**config.mk**
```make
export PLATFORM = sky130hd
export DESIGN_NAME = alu_sequencer
export DESIGN_NICKNAME = d
export VERILOG_FILES = /design/src/rtl/alu_sequencer.sv
export SDC_FILE = /design/constraint.sdc
export NUM_CORES = 1
export LEC_CHECK = 0
export BUFFER_PORTS_ARGS = -buffer_cell sky130_fd_sc_hd__buf_2
export CORE_MARGIN = 1
export CORE_UTILIZATION = 45
export DETAILED_ROUTE_END_ITERATION = 7
export PLACE_DENSITY = 0.75
export SETUP_SLACK_MARGIN = 0.3
export SLEW_MARGIN = 30
export SYNTH_ARGS = -nofsm -noshare
export SYNTH_HDL_FRONTEND = slang
export SYNTH_SLANG_ARGS = --single-unit
```
**constraint.sdc**
```tcl
create_clock -name clk -period 2.9 [get_ports clk]
set_input_delay 0.58 -clock clk [delete_from_list [all_inputs] [get_ports clk]]
set_output_delay 0.58 -clock clk [all_outputs]
set_load 0.005 [all_outputs]
```
**src/rtl/alu_sequencer.sv**
```systemverilog
// Multi-cycle issue controller between the control unit and a combinational ALU.
// Latches one request, holds ALU inputs for the op's settle time, then returns R/S/cause.
module alu_sequencer #(
  parameter int DATA_WIDTH = 16,
  parameter int CTRL_WIDTH = 4,
  parameter int MUL_CYCLES = 2,
  parameter int DIV_CYCLES = 4,
  parameter int CNT_WIDTH  = 16
) (
  input  logic                  clk,
  input  logic                  reset_n,
  input  logic                  req_valid,
  output logic                  req_ready,
  input  logic [DATA_WIDTH-1:0] req_a,
  input  logic [DATA_WIDTH-1:0] req_b,
  input  logic [CTRL_WIDTH-1:0] req_ctrl,
  output logic [DATA_WIDTH-1:0] alu_a,
  output logic [DATA_WIDTH-1:0] alu_b,
  output logic [CTRL_WIDTH-1:0] alu_ctrl,
  input  logic [DATA_WIDTH-1:0] alu_r,
  input  logic [DATA_WIDTH-1:0] alu_s,
  input  logic                  alu_exc,
  output logic                  resp_valid,
  input  logic                  resp_ready,
  output logic [DATA_WIDTH-1:0] resp_r,
  output logic [DATA_WIDTH-1:0] resp_s,
  output logic [1:0]            resp_cause,
  output logic [CNT_WIDTH-1:0]  op_count,
  output logic [CNT_WIDTH-1:0]  exc_count
);

  localparam logic [CTRL_WIDTH-1:0] OP_NOP = CTRL_WIDTH'(4'b0000);
  localparam logic [CTRL_WIDTH-1:0] OP_MUL = CTRL_WIDTH'(4'b0001);
  localparam logic [CTRL_WIDTH-1:0] OP_DIV = CTRL_WIDTH'(4'b0010);
  localparam logic [CTRL_WIDTH-1:0] OP_ROR = CTRL_WIDTH'(4'b1000);
  localparam logic [CTRL_WIDTH-1:0] OP_ROL = CTRL_WIDTH'(4'b1001);
  localparam logic [CTRL_WIDTH-1:0] OP_SLL = CTRL_WIDTH'(4'b1010);
  localparam logic [CTRL_WIDTH-1:0] OP_SLR = CTRL_WIDTH'(4'b1011);
  localparam logic [CTRL_WIDTH-1:0] OP_OR  = CTRL_WIDTH'(4'b1100);
  localparam logic [CTRL_WIDTH-1:0] OP_AND = CTRL_WIDTH'(4'b1101);
  localparam logic [CTRL_WIDTH-1:0] OP_SUB = CTRL_WIDTH'(4'b1110);
  localparam logic [CTRL_WIDTH-1:0] OP_ADD = CTRL_WIDTH'(4'b1111);

  localparam int MAX_CYCLES = (MUL_CYCLES > DIV_CYCLES) ? MUL_CYCLES : DIV_CYCLES;
  localparam int WAIT_W     = (MAX_CYCLES > 1) ? $clog2(MAX_CYCLES) : 1;

  typedef enum logic [1:0] {IDLE, EXEC, DONE} state_t;

  state_t                  state_reg, state_next;
  logic [DATA_WIDTH-1:0]   a_reg, a_next;
  logic [DATA_WIDTH-1:0]   b_reg, b_next;
  logic [CTRL_WIDTH-1:0]   ctrl_reg, ctrl_next;
  logic [WAIT_W-1:0]       wait_reg, wait_next;
  logic [DATA_WIDTH-1:0]   r_reg, r_next;
  logic [DATA_WIDTH-1:0]   s_reg, s_next;
  logic [1:0]              cause_reg, cause_next;
  logic [CNT_WIDTH-1:0]    op_cnt_reg, op_cnt_next;
  logic [CNT_WIDTH-1:0]    exc_cnt_reg, exc_cnt_next;

  function automatic logic is_legal(input logic [CTRL_WIDTH-1:0] c);
    case (c)
      OP_NOP, OP_MUL, OP_DIV, OP_ROR, OP_ROL, OP_SLL,
      OP_SLR, OP_OR, OP_AND, OP_SUB, OP_ADD: return 1'b1;
      default:                                return 1'b0;
    endcase
  endfunction

  always_ff @(posedge clk) begin
    if (!reset_n) begin
      state_reg   <= IDLE;
      a_reg       <= '0;
      b_reg       <= '0;
      ctrl_reg    <= OP_NOP;
      wait_reg    <= '0;
      r_reg       <= '0;
      s_reg       <= '0;
      cause_reg   <= 2'b00;
      op_cnt_reg  <= '0;
      exc_cnt_reg <= '0;
    end else begin
      state_reg   <= state_next;
      a_reg       <= a_next;
      b_reg       <= b_next;
      ctrl_reg    <= ctrl_next;
      wait_reg    <= wait_next;
      r_reg       <= r_next;
      s_reg       <= s_next;
      cause_reg   <= cause_next;
      op_cnt_reg  <= op_cnt_next;
      exc_cnt_reg <= exc_cnt_next;
    end
  end

  always_comb begin
    state_next   = state_reg;
    a_next       = a_reg;
    b_next       = b_reg;
    ctrl_next    = ctrl_reg;
    wait_next    = wait_reg;
    r_next       = r_reg;
    s_next       = s_reg;
    cause_next   = cause_reg;
    op_cnt_next  = op_cnt_reg;
    exc_cnt_next = exc_cnt_reg;
    case (state_reg)
      IDLE: begin
        if (req_valid) begin
          a_next    = req_a;
          b_next    = req_b;
          ctrl_next = req_ctrl;
          // Faults are answered directly from IDLE; the ALU never sees them.
          if (!is_legal(req_ctrl)) begin
            r_next     = '0;
            s_next     = '0;
            cause_next = 2'b11;
            state_next = DONE;
          end else if (req_ctrl == OP_DIV && req_b == '0) begin
            r_next     = '0;
            s_next     = '0;
            cause_next = 2'b10;
            state_next = DONE;
          end else begin
            if (req_ctrl == OP_MUL)      wait_next = WAIT_W'(MUL_CYCLES - 1);
            else if (req_ctrl == OP_DIV) wait_next = WAIT_W'(DIV_CYCLES - 1);
            else                         wait_next = '0;
            state_next = EXEC;
          end
        end
      end
      EXEC: begin
        if (wait_reg == '0) begin
          r_next     = alu_r;
          s_next     = (ctrl_reg == OP_MUL || ctrl_reg == OP_DIV) ? alu_s : '0;
          cause_next = alu_exc ? 2'b01 : 2'b00;
          state_next = DONE;
        end else begin
          wait_next = wait_reg - 1'b1;
        end
      end
      DONE: begin
        if (resp_ready) begin
          op_cnt_next = op_cnt_reg + 1'b1;
          if (cause_reg != 2'b00) exc_cnt_next = exc_cnt_reg + 1'b1;
          state_next = IDLE;
        end
      end
      default: state_next = IDLE;
    endcase
  end

  assign req_ready  = (state_reg == IDLE);
  assign resp_valid = (state_reg == DONE);
  assign alu_a      = a_reg;
  assign alu_b      = b_reg;
  assign alu_ctrl   = (state_reg == EXEC) ? ctrl_reg : OP_NOP;
  assign resp_r     = r_reg;
  assign resp_s     = s_reg;
  assign resp_cause = cause_reg;
  assign op_count   = op_cnt_reg;
  assign exc_count  = exc_cnt_reg;

endmodule

```
Word-level counts from Yosys, hierarchy flattened
Memories as Yosys holds them, arrays and structs flattened.
Index checks and enable logic that the tools add are counted.
{ "op_classes": {"n_reduce_logical": 13, "n_mux": 30, "eq_ne": 13, "n_addsub": 3} }
{ "op_table": {"columns": ["operator", "n"], "rows": [
  ["$mux 16", 6],
  ["$pmux 16 s2", 2],
  ["$add 16x1->16 const B", 2],
  ["$mux 2", 15],
  ["$logic_not 16->1", 1],
  ["$eq 4x1->1 const B", 2],
  ["$eq 4x2->1 const B", 2],
  ["$ne 2x2->1 const B", 4],
  ["$pmux 2 s2", 2],
  ["$pmux 2 s3", 1],
  ["$reduce_and 3->1", 2],
  ["$reduce_and 5->1", 1],
  ["$logic_not 2->1", 2],
  ["$mux 4", 1],
  ["$ne 2x1->1 const B", 2],
  ["$reduce_and 2->1", 2],
  ["$reduce_and 4->1", 1],
  ["$reduce_bool 2->1", 2],
  ["$mux 1", 3],
  ["$ne 3x2->1 const B", 1],
  ["$eq 2x1->1 const B", 1],
  ["$eq 2x2->1 const B", 1],
  ["$sub 2x1->2 const B", 1],
  ["$logic_and 1x1->1", 1],
  ["$logic_or 1x1->1", 1]
]} }
{ "totals": {"out_inout_bits": 104, "rom_bits": 16, "inputBits": 73, "regBits": 106, "mem_count": 1} }
{ "mem_list": {"columns": ["memory", "words", "width", "read_ports", "rd_clocked_by_memory_dff", "write_ports", "line_no", "rtl"], "rows": [
  ["(name not given)", 16, 1, 1, 0, 0, "61", "case (c)"]
]} }

Depth between registers and ports, before layout
Gate-level depths: netlist of the first run.
{ "logic_depth": {"ltp_word": 7, "depth_mapped": 8, "depth_no_buf": 6} }

Worst setup path before layout of the first run
Ideal clock, no wire load.
{ "synth_path": {"path_kind": "in2reg", "start": "input req_b[0]", "end": "register r_reg[15], in the netlist resp_r[15]", "cell_stages": 7, "setup_time_ps": 117, "required_time_ps": 2783, "path_slack_ps": 709, "arrival_ps": 2074, "cell_sequence": "or4_4 > o21ai_2 > a22oi_2 > a311o_1 > buf_6 > buf_12 > a32o_1"} }
{ "synth_via": {"elab_chain_cells": 4} }
{ "synth_rtl": {"columns": ["item", "line_no", "rtl"], "rows": [
  ["start: declaration", "15", "input logic [DATA_WIDTH-1:0] req_b,"],
  ["$logic_not 16->1", "117", "end else if (req_ctrl == OP_DIV && req_b == '0) begin"],
  ["$logic_and 1x1->1", "117", null],
  ["$ne 3x2->1 (no line)", null, null],
  ["$reduce_and 4->1 (no line)", null, null],
  ["end signal: assignment", "86", "r_reg <= r_next;"],
  ["end: declaration", "54", "logic [DATA_WIDTH-1:0] r_reg, r_next;"]
]} }
Every way passes these cells.
A chain may end at the register's enable or synchronous reset.

Final worst setup path of the first run
{ "layout_path": {"start": "register state_reg[0]", "end": "output alu_ctrl[3]"} }
{ "layout_via": {"elab_chain_cells": 2} }
{ "layout_rtl": {"columns": ["item", "line_no", "rtl"], "rows": [
  ["start: declaration", "49", "state_t state_reg, state_next;"],
  ["start signal: assignment", "81", "state_reg <= state_next;"],
  ["$eq 2x1->1", "155", "assign alu_ctrl = (state_reg == EXEC) ? ctrl_reg : OP_NOP;"],
  ["$mux 4", "155", null],
  ["end: declaration", "19", "output logic [CTRL_WIDTH-1:0] alu_ctrl,"]
]} }
Every way passes these cells.

==> results of run 1 <==
-- placed cells by master, fill, tap and decap left out, types with 2 or more instances in the layout --
cell type | Yosys | final
buf_4 | 0 | 6
dfxtp_1 | 106 | 106
nand2b_1 | 2 | 2
mux2i_1 | 19 | 19
a21oi_1 | 45 | 45
nor4_1 | 4 | 4
nand2_1 | 102 | 102
buf_2 | 3 | 176
xor2_1 | 18 | 18
a32o_1 | 16 | 16
or3_1 | 4 | 4
ha_1 | 3 | 3
clkinv_4 | 0 | 2
nand4_1 | 12 | 12
xnor2_1 | 10 | 10
and4_1 | 3 | 3
clkbuf_8 | 0 | 10
nor3_1 | 4 | 4
nand4b_1 | 2 | 2
nor2b_1 | 3 | 3
o21ai_0 | 9 | 9
and2_1 | 6 | 6
nor2_1 | 37 | 37
inv_1 | 5 | 5
and3_1 | 6 | 6
nand3_1 | 22 | 22
-- power groups by stage --
stage | combinational [mW] | sequential, mW | clock (mW)
floorplan | 0.179 | 1.57 | 0
global placement | 0.304 | 1.57 | 0
detailed placement | 0.313 | 1.57 | 0
CTS | 0.313 | 1.54 | 0.863
global route | 0.346 | 1.55 | 0.936
finish | 0.310 | 1.54 | 0.834
-- cells by family after synthesis --
family	after synthesis	synth area share (%)
AOI/OAI and AO/OA	77	11.7
adders and majority gates	3	0.876
xor gates and xnor gates	28	5.72
and+or+nand+nor	216	23.5
buffers and inverters	37	4.23
DFF	106	49.5
muxes	19	4.44
-- worst max path at each step --
| stage | from | to | cells past startpoint |
|---|---|---|---|
| after floorplan | req_b[0] | resp_r[15]$_SDFFE_PN0P_ | 7 |
| after global placement | req_b[0] | resp_r[13]$_SDFFE_PN0P_ | 6 |
| after detailed placement | req_b[0] | resp_r[11]$_SDFFE_PN0P_ | 6 |
| after CTS | state_reg[0]$_SDFFE_PN0P_ | alu_ctrl[2] | 4 |
| after global routing | state_reg[0]$_SDFFE_PN0P_ | alu_ctrl[3] | 4 |
| final | state_reg[0]$_SDFFE_PN0P_ | alu_ctrl[3] | 4 |
-- final cells by class --
type / instances / area [um^2]
Timing Repair Buffer: 182 / 926
Inverter: 6 / 22.5
Sequential cell: 106 / 2120
Clock buffer: 11 / 141
Tap cell: 129 / 161
Fill cell: 855 / 3840
Clock inverter: 5 / 38.8
Multi-Input combinational cell: 343 / 1980
-- layer usage --
layer  wire (um)  GRT usage [%]
met1        4630           26.1
met4          78           4.98
met3         749           5.97
met2        5030           36.8
met5           0              0
-- worst reg2reg max path, cell delays in order, from the launching register on --
cell and delay, ns:
dfxtp_1 0.34, inv_1 0.06, ha_1 0.29, a22oi_2 0.13, a311o_2 0.69, a32o_1 0.42
==> results.yml, run 1 <==
placement:
  gp_congestion: 0.820
  dpl.cell_count: 766
  hpwl_mm: 7.57
  placed_area_um2: 5220
  port_buffers: 176
  pre_cts_slack_ns: 0.263
yosys:
  synth_fp_nets: 562
  synth.most_common_cell: "dfxtp_1"
  synth_seq_area_share_pct: 49.5
  synth.area.top_cells: "dfxtp_1 (50%), nand2_1 (8.9%), a21oi_1 (5.3%)"
  synth_cell_type_count: 44
  synth_top_area_share_pct: 49.5
  async_flop_share_pct: 0
  yosys.area.top_type: "dfxtp_1"
  syn-instance-count: 486
  synth-seq-cells: 106
  ys_warn_count: 0
  synthFlopType: "dfxtp_1"
  synthTopCellsByCount: "dfxtp_1 (106), nand2_1 (102), a21oi_1 (45), nor2_1 (37), nand3_1 (22)"
  syn_area_um2: 4290
  syn_area_per_cell_um2: 8.82
  synth_edf_count: 0
critical_path:
  max_stage_delay_ns: 0.53
  reg2regPathDepth: 5
  crit_arrival_ns: 1.81
  crit_required_ns: 2.32
  crit_slowest_cell: "dfxtp_1"
  crit_type: "reg2out"
  reg2reg_slack_ns: 0.87
  worstSetupStartpointType: "flip-flop"
  r2r_start: "wait_reg[0]$_SDFFE_PN0P_"
  critical_path_buf_inv_count: 2
  end_kind: "output port"
  path_cells: "inv_1 > nor2_1 > and2_1 > buf_2"
  worstPathMaxFanout: 10
  crit-reg2reg-capture: "resp_r[9]$_SDFFE_PN0P_"
  critPathTopFamily: "simple AND/OR/NAND/NOR gates"
route:
  ant_nets: 0
  wirelength_mm: 10.5
  routedWlPerCell_um: 13.4
  drc: 0
  vias: 3979
  routed_via_density: 5.09
  drt_iter0_drc: 124
  firstDrtPassIters: 4
job:
  max_cap_viol_count: 0
outcome:
  status: "complete, no violations"
floorplan:
  core_area_um2: 9240
  start_util_pct: 46.4
  die_h_um: 99.6
  ios: 177
  die-area_um2: 9920
  rows: 35
  die_w_um: 99.6
clock_tree:
  cts_root_buf: "clkbuf_8"
  postCtsResizedCells: 0
  cts_tree: "yes"
  path_clk_slew_ns: 0.10
  cts_max_level: 3
  ctsLongestPathBuffers: 2
  ctsHoldBuffers: 0
  cts_buffers: 9
  cts_setup_buffers: 0
  clock-sinks: 106
  clk_latency_ns: 0.35
sta:
  relSlewSlack_pct: 40.5
  fin_crit_ns: 2.39
  fin_setup_tns_ns: 0
  setup-violations-final: 0
  timing.fmax_mhz: 419
  fin_skew_ns: 0.0118
  worst_pin_slew_ns: 0.892
  grt_setup_unrepaired: "no"
  period_share_pct: 82.3
  final_hold_viol_count: 0
  slew_viol_final: 0
  setup_slack_ns: 0.512
  whs_ns: 0.432
hold_path:
  hp-class: "in2reg"
  min_from: "alu_r[7]"
  hold_end: "resp_r[7]$_SDFFE_PN0P_"
  whs_path_depth: 2
power_and_ir_drop:
  switchingPower_uw: 699
  p_comb_share_pct: 11.6
  finalPower_mw: 2.68
  switching_share_pct: 26.0
  cellPowerDensity_nw_per_um2: 497
  p_seq_share_pct: 57.4
  p_leak_nw: 2.50
  pwr-share-clk_pct: 31.1
  peakVddDrop_v: 0.000318
  intPower_mw: 1.99
global_routing:
  gr-total-overflow: 0
  antenna_found_initial: 0
  grt_max_degree: 53
  grt_pass1_vias: 3717
  grtUsageTotal_pct: 21.2
  grt_pass1_wl_mm: 17.1
layout:
  stdcell_area_um2: 5400
  layout-drive-gt1-share_pct: 31.5
  num_antenna_cells: 0
  layout.nets: 724
  fin_util_pct: 58.4
  syn_to_final_growth_pct: 25.9
  final_cell_count_no_fill: 782
Power figures use the tool's default switching activity.
==> run 2, diff against run 1 <==
- clock period: 2.9 -> 2.45 ns (I/O delays scaled with it)
==> results.yml, run 2 (synthesized netlist as in run 1, its figures left out) <==
outcome:
  status: "complete, no violations"
power_and_ir_drop:
  p_comb_share_pct: 11.7
  pwr-share-clk_pct: 30.9
  p_leak_nw: 2.51
  switchingPower_uw: 828
  peakVddDrop_v: 0.000343
  switching_share_pct: 26.1
  intPower_mw: 2.35
  p_seq_share_pct: 57.4
  cellPowerDensity_nw_per_um2: 585
placement:
  pre_cts_slack_ns: 0.144
  placed_area_um2: 5250
  gp_congestion: 0.827
  hpwl_mm: 7.39
  port_buffers: 176
route:
  routed_via_density: 5.05
  routedWlPerCell_um: 13.0
  vias: 3953
  ant_nets: 0
  wirelength_mm: 10.2
  firstDrtPassIters: 4
  drc: 0
  drt_iter0_drc: 147
clock_tree:
  clk_latency_ns: 0.36
  ctsLongestPathBuffers: 2
  path_clk_slew_ns: 0.10
  ctsHoldBuffers: 0
  cts_buffers: 9
  cts_tree: "yes"
  cts_setup_buffers: 0
  cts_root_buf: "clkbuf_8"
  cts_max_level: 3
  clock-sinks: 106
sta:
  final_hold_viol_count: 0
  whs_ns: 0.334
  fin_setup_tns_ns: 0
  grt_setup_unrepaired: "no"
  setup-violations-final: 0
  fin_skew_ns: 0.0116
  timing.fmax_mhz: 517
  relSlewSlack_pct: 61.6
  worst_pin_slew_ns: 0.571
  fin_crit_ns: 1.93
  period_share_pct: 79.0
  slew_viol_final: 0
  setup_slack_ns: 0.516
global_routing:
  grt_pass1_vias: 3621
  gr-total-overflow: 0
  grt_max_degree: 50
  grtUsageTotal_pct: 20.8
  grt_pass1_wl_mm: 16.6
  antenna_found_initial: 0
critical_path:
  worstSetupStartpointType: "input port"
  crit_arrival_ns: 2.19
  critical_path_buf_inv_count: 2
  worstPathMaxFanout: 35
  crit_slowest_cell: "or4_4"
  path_cells: "buf_2 > or4_4 > o21ai_2 > a22oi_2 > a311o_2 > buf_12 > a32o_1"
  r2r_start: "state_reg[1]$_SDFFE_PN0P_"
  critPathLaunch: "req_b[0]"
  end_kind: "flip-flop"
  critPathTopFamily: "compound AO/OA/AOI/OAI gates"
  max_stage_delay_ns: 0.56
  crit_type: "in2reg"
  crit_required_ns: 2.70
layout:
  n_fill_cell: 852
  final_cell_mix: "buf_2 (176), dfxtp_1 (105), nand2_1 (102), a21oi_1 (45), nor2_1 (36)"
  layout-drive-gt1-share_pct: 32.0
  stdcell_area_um2: 5430
  final_common_cell: "buf_2"
  layout.nets: 725
  syn_to_final_growth_pct: 26.7
  num_antenna_cells: 0
  fin_util_pct: 58.8
floorplan:
  core_area_um2: 9240
  ios: 177
  rows: 35
  start_util_pct: 46.4
  die_h_um: 99.6
  die-area_um2: 9920
  die_w_um: 99.6
hold_path:
  hp-class: "in2reg"
  min_from: "alu_r[3]"
job:
  max_cap_viol_count: 0
run 2: cell types whose count changed in the layout (fill, tap and decap cells not counted), sizes merged:
| cell | previous run | this run |
|---|---|---|
| clkinvlp | 1 | 2 |
| inv | 7 | 8 |
| buf | 182 | 183 |
| clkinv | 3 | 1 |
| clkbuf | 11 | 10 |
run 2: per-stage QoR:
stage	std cells	total power [mW]
finish	782	3.18
global route	782	3.34
CTS	782	3.22
detailed placement	767	2.24
global placement	767	2.22
floorplan	486	2.07
run 2: path summary, 6_finish.rpt:
path                                                  end  slack (ns)  depth (start not counted)
worst max-delay path               resp_r[9]$_SDFFE_PN0P_        0.52                          7
worst min register to register      alu_a[4]$_SDFFE_PN0P_        0.46                          2
worst min-delay path               resp_r[3]$_SDFFE_PN0P_        0.33                          2
worst max register to register  exc_count[5]$_SDFFE_PN0P_        0.64                          5
run 2: power groups by stage:
stage | sequential [mW] | combinational, mW | clock [mW]
2_1_floorplan | 1.86 | 0.212 | 0
3_3_place_gp | 1.86 | 0.365 | 0
3_5_place_dp | 1.86 | 0.374 | 0
4_1_cts | 1.82 | 0.376 | 1.02
5_1_grt | 1.83 | 0.417 | 1.09
6_report | 1.82 | 0.372 | 0.983
run 2: layer usage:
| metal | track usage [%] | routed length (um) | vias to the layer above |
|---|---|---|---|
| li1 | - | - | 1993 |
| met1 | 26.2 | 4560 | 1801 |
| met2 | 34.2 | 4790 | 147 |
| met3 | 6.39 | 731 | 12 |
| met4 | 6.67 | 125 | 0 |
| met5 | 0 | 0 | - |
run 2: repair_timing:
action | 4_1_cts | 5_1_grt
cloned | 0 | 0
endpoints found under the setup margin | 4 | 4
resized for setup | 2 | 1
pin swaps | 0 | 0
run 2: worst reg2reg max path: cells and delay by family, from the launching register on:
kind | cells | cell delay [ns]
XOR/XNOR | 1 | 0.12
flip-flops | 1 | 0.56
AND/OR/NAND/NOR | 4 | 1.03
run 2: area by class of cell:
cell class	count	area (um^2)	share of cell area, %
multi-input combinational	343	1990	36.7
clock buffer	10	138	2.53
clock inverter	5	37.5	0.691
tap	129	161	2.97
timing repair buffer	183	958	17.6
inverter	6	22.5	0.415
sequential	106	2120	39.1
==> run 3, diff against run 2 <==
- ABC_AREA: not set -> 1
- CORE_UTILIZATION: 45 -> 44
- clock period: 2.45 -> 1.6 ns (I/O delays scaled with it)
==> results.yml, run 3 <==
outcome:
  status: "complete, no violations"
placement:
  port_buffers: 176
  hpwl_mm: 8.81
  placed_area_um2: 5570
  gp_congestion: 0.844
global_routing:
  grtUsageTotal_pct: 30.0
  grt_max_degree: 44
  gr-total-overflow: 0
  antenna_found_initial: 2
  grt_pass1_wl_mm: 25.8
  grt_pass1_vias: 5264
critical_path:
  crit_slowest_cell: "dfxtp_2"
  crit-reg2reg-capture: "alu_b[6]$_SDFFE_PN0P_"
  crit_arrival_ns: 1.91
  r2r_start: "state_reg[0]$_SDFFE_PN0P_"
  crit_type: "reg2reg"
  worstSetupStartpointType: "flip-flop"
  max_stage_delay_ns: 0.35
  worstPathMaxFanout: 5
  end_kind: "flip-flop"
  reg2regPathDepth: 10
  critPathTopFamily: "buffers and inverters"
  crit_required_ns: 1.91
  critical_path_buf_inv_count: 6
  reg2reg_slack_ns: 0.007
  path_cells: "buf_6 > nor2_4 > inv_2 > nor2_4 > buf_6 > buf_12 > buf_12 > buf_16 > o21ai_2 > nor2_1"
clock_tree:
  cts_root_buf: "clkbuf_8"
  clk_latency_ns: 0.38
  clock-sinks: 106
  cts_buffers: 9
  cts_tree: "yes"
  cts_max_level: 3
  ctsLongestPathBuffers: 2
  path_clk_slew_ns: 0.11
floorplan:
  die_w_um: 104
  die-area_um2: 10700
  ios: 177
  die_h_um: 104
  start_util_pct: 46.0
  rows: 36
  core_area_um2: 9860
hold_path:
  hp-class: "in2reg"
  hold_end: "alu_a[4]$_SDFFE_PN0P_"
  min_from: "req_a[4]"
  whs_path_depth: 3
sta:
  fin_crit_ns: 1.59
  worst_pin_slew_ns: 0.526
  fin_skew_ns: 0.0164
  final_hold_viol_count: 0
  whs_ns: 0.159
  grt_setup_unrepaired: "yes"
  relSlewSlack_pct: 64.9
  period_share_pct: 99.6
  slew_viol_final: 0
  timing.fmax_mhz: 628
  setup-violations-final: 0
power_and_ir_drop:
  peakVddDrop_v: 0.000690
  cellPowerDensity_nw_per_um2: 1090
  p_leak_nw: 3.31
yosys:
  synth.area.top_cells: "dfxtp_1 (47%), nor2_1 (9.3%), nand2_1 (8.1%)"
  yosys.area.top_type: "dfxtp_1"
  synth_fp_nets: 687
  synth-seq-cells: 106
  synth.most_common_cell: "nor2_1"
  synth_cell_type_count: 34
  syn_area_um2: 4540
  synth_seq_area_share_pct: 46.8
  synthFlopType: "dfxtp_1"
  syn-instance-count: 611
  ys_warn_count: 0
  syn_area_per_cell_um2: 7.43
  synth_edf_count: 0
  synthTopCellsByCount: "nor2_1 (113), dfxtp_1 (106), nand2_1 (98), a21oi_1 (66), inv_1 (45)"
  async_flop_share_pct: 0
  synth_top_area_share_pct: 46.8
layout:
  layout.nets: 929
  syn_to_final_growth_pct: 67.5
  final_cell_mix: "buf_2 (174), dfxtp_1 (94), nor2_1 (75), nand2_1 (72), inv_1 (44)"
  layout-drive-gt1-share_pct: 50.9
  stdcell_area_um2: 7600
  final_common_cell: "buf_2"
  fin_util_pct: 77.0
route:
  vias: 5485
  drt_iter0_drc: 364
  firstDrtPassIters: 5
  wirelength_mm: 17.8
  routedWlPerCell_um: 18.0
  ant_nets: 0
  drc: 0
  routed_via_density: 5.52
job:
  max_cap_viol_count: 0
-- run 3: changes by cell type after synthesis, sizes merged, moves of 14 or more --
cell and delta:
a21oi +21, a32o -16, inv +44, mux2i -19, nand4 +26, nor2 +85
o21ai +40, xor2 -14
-- run 3: worst register-to-register path, cell delays in order (launching register included) --
cell     delay (ns)
dfxtp_2        0.35
buf_6          0.12
nor2_4         0.12
inv_2          0.09
nor2_4         0.15
buf_6          0.15
buf_12         0.12
buf_12         0.11
buf_16         0.13
o21ai_2        0.06
nor2_1         0.14
-- run 3: cell type report --
cell class              instances  area [um^2]
flip-flops and latches        106         2140
clock buffers                   9          124
diodes                          2         5.00
inverters                      50          195
repair buffers                256         2080
fillers                       672         2260
multi-input cells             430         2800
well taps                     133          166
clock inverters                 7         82.6
-- run 3: what timing repair did --
action                     in CTS  in global routing
resized for setup             134                133
pin swaps                      35                 67
hold buffers                    0                  0
setup buffers                  33                 14
setup endpoints to repair      98                114
gates cloned                   21                  1
-- run 3: metrics by stage --
stage,setup slack [ns],cells,total power [mW],TNS (ns)
global route,-0.0749,993,8.57,-0.950
global placement,0.0343,906,4.44,0
detailed placement,-0.0366,906,4.48,-0.287
CTS,0.0527,976,7.79,0
finish,0.00659,993,8.26,0
floorplan,0.301,611,3.99,0
-- run 3: cell families after synthesis --
family | synth area share (%)
fa+ha+maj | 0.827
flops | 46.8
simple gates | 30.1
compound gates | 13.4
buf+inv | 7.72
xor+xnor | 1.16
-- run 3: worst max path at each step --
| stage | from | endpoint | slack (ns) | cells past startpoint |
|---|---|---|---|---|
| 2_1_floorplan | op_count[3]$_SDFFE_PN0P_ | op_count[15]$_SDFFE_PN0P_ | 0.30 | 7 |
| 3_3_place_gp | req_b[15] | resp_r[11]$_SDFFE_PN0P_ | 0.03 | 9 |
| 3_5_place_dp | req_ctrl[2] | resp_r[8]$_SDFFE_PN0P_ | -0.04 | 9 |
| 4_1_cts | state_reg[0]$_SDFFE_PN0P_ | alu_ctrl[3] | 0.05 | 5 |
| 5_1_grt | state_reg[0]$_SDFFE_PN0P_ | alu_ctrl[3] | -0.07 | 5 |
| 6_report | state_reg[0]$_SDFFE_PN0P_ | alu_b[6]$_SDFFE_PN0P_ | 0.007 | 10 |
-- run 3: routing by layer --
metal,track usage (%),up-vias,share of wire [%]
li1,-,2515,-
met1,35.3,2583,37
met2,53.2,310,52
met3,4.53,77,7.0
met4,14.7,0,4.7
met5,0,-,0
-- run 3: where the power goes --
group	switching [mW]	internal [mW]	total [mW]
clock network	1.03	0.756	1.79
registers	0.163	2.86	3.03
logic	1.76	1.69	3.45
total	2.95	5.31	8.26
